File: src/rtl/lstm_neuron_mac.sv
// Serial MAC for one LSTM neuron pre-activation: z = bias + sum(x*w), rescaled
// from Q.8 to Q3.4 and saturated, then held under a valid/ready handshake.
module lstm_neuron_mac #(
  parameter int N_INPUTS = 4,
  parameter int ACC_W    = 20
) (
  input  logic       clk,
  input  logic       rst,
  input  logic       in__valid,
  output logic       in__ready,
  input  logic [7:0] x__value,
  input  logic [7:0] w__value,
  input  logic [7:0] bias__value,
  output logic       z__valid,
  input  logic       z__ready,
  output logic [7:0] z__value,
  output logic       z__ovf
);

  localparam int CNT_W = (N_INPUTS > 1) ? $clog2(N_INPUTS) : 1;
  localparam logic [CNT_W-1:0] LAST_IDX = CNT_W'(N_INPUTS - 1);
  localparam logic signed [ACC_W-1:0] SAT_HI = ACC_W'(127);
  localparam logic signed [ACC_W-1:0] SAT_LO = -ACC_W'(128);

  typedef enum logic {ST_ACC, ST_OUT} state_e;

  state_e                   state_q, state_d;
  logic [CNT_W-1:0]         cnt_q, cnt_d;
  logic signed [ACC_W-1:0]  acc_q, acc_d;
  logic [7:0]               z_value_q, z_value_d;
  logic                     z_ovf_q, z_ovf_d;

  logic signed [15:0]       x_ext, w_ext, prod;
  logic signed [ACC_W-1:0]  prod_ext, bias_ext, base, sum, scaled;
  logic                     in_hs;

  assign in__ready = (state_q == ST_ACC) && !rst;
  assign z__valid  = (state_q == ST_OUT);
  assign z__value  = z_value_q;
  assign z__ovf    = z_ovf_q;
  assign in_hs     = in__valid && in__ready;

  // Both operands widened to 16 bits so the product is exact Q6.8.
  assign x_ext    = {{8{x__value[7]}}, x__value};
  assign w_ext    = {{8{w__value[7]}}, w__value};
  assign prod     = x_ext * w_ext;
  assign prod_ext = {{(ACC_W-16){prod[15]}}, prod};
  assign bias_ext = {{(ACC_W-12){bias__value[7]}}, bias__value, 4'b0000};

  // Element 0 restarts the sum from the bias, dropping any stale accumulator.
  assign base   = (cnt_q == '0) ? bias_ext : acc_q;
  assign sum    = base + prod_ext;
  assign scaled = sum >>> 4;

  always_comb begin
    // NOTE: every next-state value gets a default first so no path infers a latch.
    state_d   = state_q;
    cnt_d     = cnt_q;
    acc_d     = acc_q;
    z_value_d = z_value_q;
    z_ovf_d   = z_ovf_q;
    unique case (state_q)
      ST_ACC: begin
        if (in_hs) begin
          acc_d = sum;
          if (cnt_q == LAST_IDX) begin
            cnt_d   = '0;
            state_d = ST_OUT;
            if (scaled > SAT_HI) begin
              z_value_d = 8'h7F;
              z_ovf_d   = 1'b1;
            end else if (scaled < SAT_LO) begin
              z_value_d = 8'h80;
              z_ovf_d   = 1'b1;
            end else begin
              z_value_d = scaled[7:0];
              z_ovf_d   = 1'b0;
            end
          end else begin
            cnt_d = cnt_q + 1'b1;
          end
        end
      end
      ST_OUT: begin
        if (z__ready) state_d = ST_ACC;
      end
      default: state_d = ST_ACC;
    endcase
  end

  always_ff @(posedge clk) begin
    // NOTE: sequential state uses non-blocking assignments only.
    if (rst) begin
      state_q   <= ST_ACC;
      cnt_q     <= '0;
      acc_q     <= '0;
      z_value_q <= 8'h00;
      z_ovf_q   <= 1'b0;
    end else begin
      state_q   <= state_d;
      cnt_q     <= cnt_d;
      acc_q     <= acc_d;
      z_value_q <= z_value_d;
      z_ovf_q   <= z_ovf_d;
    end
  end

endmodule

File: config.mk
export PLATFORM = sky130hd
export DESIGN_NAME = lstm_neuron_mac
export DESIGN_NICKNAME = d
export VERILOG_FILES = /design/src/rtl/lstm_neuron_mac.sv
export SDC_FILE = /design/constraint.sdc
export NUM_CORES = 1
export LEC_CHECK = 0
export ABC_CLOCK_PERIOD_IN_PS = 11100
export CORE_AREA = 2 2 92 94
export DETAILED_ROUTE_END_ITERATION = 8
export DIE_AREA = 0 0 94 96
export PLACE_DENSITY = 0.88
export SYNTH_ARGS = -nofsm -noshare
export SYNTH_HDL_FRONTEND = slang
export SYNTH_SLANG_ARGS = --single-unit
File: constraint.sdc
create_clock -name clk -period 11.1 [get_ports clk]
set_input_delay 1.665 -clock clk [delete_from_list [all_inputs] [get_ports clk]]
set_output_delay 1.665 -clock clk [all_outputs]
set_load 0.1 [all_outputs]
Word-level counts from Yosys, hierarchy flattened
Index checks and enable logic that the tools add are counted.
- bitwise operators: 1
- eq/ne operators: 1
- reductions and logical operators: 6
- multipliers: 1
- $add $sub $neg: 2
- multiplexer cells: 10
- $lt $le $gt $ge: 2
- operator list (operator ; number):
    20-bit by 16-bit adder with 20-bit output ; 1
    20-bit 2-to-1 mux ; 1
    16-bit by 8-bit greater-than comparator with 1-bit output, second input constant ; 1
    16-bit by 8-bit < comparator with 1-bit output, second input constant ; 1
    8-bit by 8-bit multiplier with 16-bit output ; 1
    8-bit 2-to-1 mux ; 2
    1-bit 2-to-1 mux ; 5
    3-bit AND reduction ; 1
    2-bit by 1-bit adder with 2-bit output, second input constant ; 1
    2-bit equality test, second input constant ; 1
    1-bit logical AND ; 2
    2-bit zero test ; 1
    2-bit 2-to-1 mux ; 1
    1-bit case mux with 2 select lines ; 1
    2-bit AND reduction ; 1
    1-bit zero test ; 1
    1-bit NOT ; 1
- flip-flop bits (word level): 32
- output and inout port bits: 11
- input port bits: 28

Logic depth before layout (Yosys ltp)
- word-level depth: 6
- depth in mapped cells: 25
- depth with buffers taken out: 23

Worst setup path before layout
No wires, ideal clock.
- path type: input-to-reg
- from: input w__value[1]
- to: register z_value_q[4] (netlist: z__value[4])
- data arrival time: 6.864 ns
- setup time: 0.092 ns
- path slack: 4.144 ns
- stages: 19
- path buffers: 1
- cells stage by stage: clkbuf_1 > and2_1 > inv_1 > fa_1 > fa_1 > inv_1 > fa_1 > inv_1 > fa_1 > inv_1 > ha_1 > ha_1 > inv_1 > o21ai_0 > mux2_2 > a211oi_1 > nand2_1 > o41a_1 > o32ai_1
- longest elaborated chain between the ends: 5
- elaborated cells between the ends (all ways): 6
- ends and longest elaborated chain (what ; line ; RTL):
    start, declared ; 12 ; input logic [7:0] w__value,
    8-bit by 8-bit multiplier with 16-bit output (*) ; 46 ; assign prod = x_ext * w_ext;
    20-bit by 16-bit adder with 20-bit output (*) ; 52 ; assign sum = base + prod_ext;
    16-bit by 8-bit < comparator with 1-bit output ; 72 ; end else if (scaled < SAT_LO) begin
    8-bit 2-to-1 mux ; 72 ;
    8-bit 2-to-1 mux (*) ; 69 ; if (scaled > SAT_HI) begin
    end signal, assigned ; 103 ; z_value_q <= z_value_d;
    end, declared ; 30 ; logic [7:0] z_value_q, z_value_d;
Every way passes the cells marked *; elsewhere a longest branch is shown, timed or not.
A chain may end at the register's enable or synchronous reset.

Worst setup path in the final report
- from: input w__value[0]
- to: register z_value_q[3] (netlist: z__value[3])
The elaborated chain is that of the path after synthesis.

==> results_dict.tcl <==
set metrics [dict create \
    status "complete, no violations" \
    pin_count 39 \
    hpwl_mm 9.370 \
    cts_num_sinks 32 \
    critical_path_arrival_ns 7.92 \
    cts_buffers 5 \
    worst_pin_slew_ns 1.240 \
    ant_nets 0 \
    hold_buffers 0 \
    die_w_um 94 \
    synth_ff_type "dfxtp_1" \
    pre_cts_ws_ns 3.009 \
    finalSetupViolCount 0 \
    gp_congestion 0.9026 \
    vias 3928 \
    clk_latency_ns 0.29 \
    grt_max_degree 41 \
    dieHeight_um 96 \
    cts_root_buffer "clkbuf_8" \
    drc 0 \
    syn2layout_area_growth_pct 11.65 \
    ys_types 52 \
    yosysWarningCount 0 \
    cts.clk_slew.worst_paths_ns 0.07 \
    path_class "primary input to flop" \
    start_kind "primary input" \
    antennaDiodeCount 0 \
    routedWlPerCell_um 17.01 \
    end_kind "flop" \
    fin_tns_setup_ns 0 \
    coreArea_um2 8051 \
    dieArea_um2 9024 \
    drive_gt1_share_pct 3.310 \
    synth_area_um2 5047 \
    fin_nets 737 \
    layout_commonest_cell "inv_1" \
    syn_inst 541 \
    cp_max_fo 12 \
    htree_levels 2 \
    synth.area.top_cells "fa_1 35%, dfxtp_1 13%, ha_1 12%, inv_1 7.0%, and2_1 4.6%" \
    finalWirelength_mm 11.55 \
    skew_ns 0.008117 \
    postCtsSetupBuffers 0 \
    rows 33 \
    antenna_found_initial 0 \
    ctsResizeCount 0 \
    final_cell_mix "94 x inv_1, 88 x fa_1, 48 x ha_1" \
    cts_tree "built" \
    synth_edf_count 0 \
    timing.fmax_mhz 128.2 \
    post-route-period-util_pct 70.26 \
    synthArstFlopShare_pct 0 \
    drtIter0Drc 308 \
    cts_buffer_depth 2 \
    drv_slew 0 \
    synth.yosys.seq_area_share_pct 12.69 \
    grt_setup_unrepaired "no" \
    synth_seq_cells 32 \
    worstPathRequired_ns 11.22 \
    timing.final.ws_setup_ns 3.301 \
    hp-class "flop to flop" \
    syn_avg_cell_area_um2 9.330 \
    portBuffers 38 \
    relSlewSlack_pct 17.10 \
    viasPerCell 5.785 \
    maxCapViolCount 0 \
    start_util_pct 62.69 \
    grt_pass1_vias 4236 \
    drt_pre_antenna_iters 6 \
    min_period_ns 7.799 \
    grt_overflow_total 0 \
    hold_violations 0 \
    gr-usage-all-layers_pct 28.67 \
    syn_nets 705 \
    grt_pass1_wl_mm 20.15 \
    yosysTopAreaCell "fa_1" \
    yosysTopAreaCellShare_pct 34.90 \
]
cell families after synthesis:
kind of cell    synth area share [%]
buf+inv                        8.056
fa+ha+maj                      46.80
mux                            1.636
simple gates                   16.06
xor+xnor                       3.297
compound gates                 11.45
flops                          12.69
Yosys cell counts, drive strengths merged, types with 5 or more instances:
library cell  count
or3               9
and2             37
inv              94
ha               48
nand2            45
xor2              5
xnor2            14
a21oi            18
mux2i             6
nand3b           15
o21ai            26
clkbuf           11
a211oi            5
nand2b           11
dfxtp            32
nor2             24
fa               88
o32ai             7
sequential cells by signal, indices dropped and copies added (netlist names):
name,count
z__valid,1
z__value,8
cnt_q,2
z__ovf,1
acc_q,20
final cells by class:
class,count,area [um2]
Clock buffer,7,96.34
Clock inverter,1,30.03
Fill cell,601,2416
Inverter,95,356.6
Multi-Input combinational cell,401,4000
Sequential cell,32,640.6
Tap cell,105,131.4
Timing Repair Buffer,38,380.4
through the flow:
| step | hold slack (ns) | instance area, um2 | std cells | util [%] |
|---|---|---|---|---|
| detailed placement | 0.4593 | 5509 | 671 | 68.42 |
| CTS | 0.4708 | 5635 | 679 | 69.99 |
| global route | 0.5286 | 5635 | 679 | 69.99 |
| finish | 0.4797 | 5635 | 679 | 69.99 |
| floorplan | 0.4448 | 5047 | 541 | - |
| global placement | 0.4587 | 5509 | 671 | 68.42 |
routing by layer:
layer / up-vias / GRT usage, % / wire [um]
met2: 152 / 50.36 / 5788
li1: 1816 / - / -
met3: 29 / 3.681 / 647
met1: 1931 / 38.36 / 4890
met4: 0 / 6.280 / 226
met5: - / 0 / 0
worst paths after layout:
| check | startpoint | to | slack, ns | cells after the start |
|---|---|---|---|---|
| max | w__value[0] | z__value[3] | 3.30 | 18 |
| min | acc_q[0] | acc_q[0] | 0.48 | 2 |
| max reg2reg | cnt_q[0] | z__value[3] | 4.53 | 20 |
| min reg2reg | acc_q[0] | acc_q[0] | 0.48 | 2 |
worst max-delay path, cell delays in order:
cell,delay (ns)
clkdlybuf4s50_1,0.55
and2_1,0.25
inv_1,0.53
fa_1,0.54
inv_1,0.08
fa_1,0.43
fa_1,0.48
fa_1,0.53
fa_1,0.50
ha_1,0.29
a2111oi_2,0.35
o21ai_1,0.21
a41oi_1,0.32
o2111ai_1,0.15
a2111oi_1,0.47
nand4_1,0.20
o21ai_2,0.20
o32ai_1,0.16
Power is not shown: default switching activity piles up to over one toggle a cycle in this logic, so the estimate is an artifact.
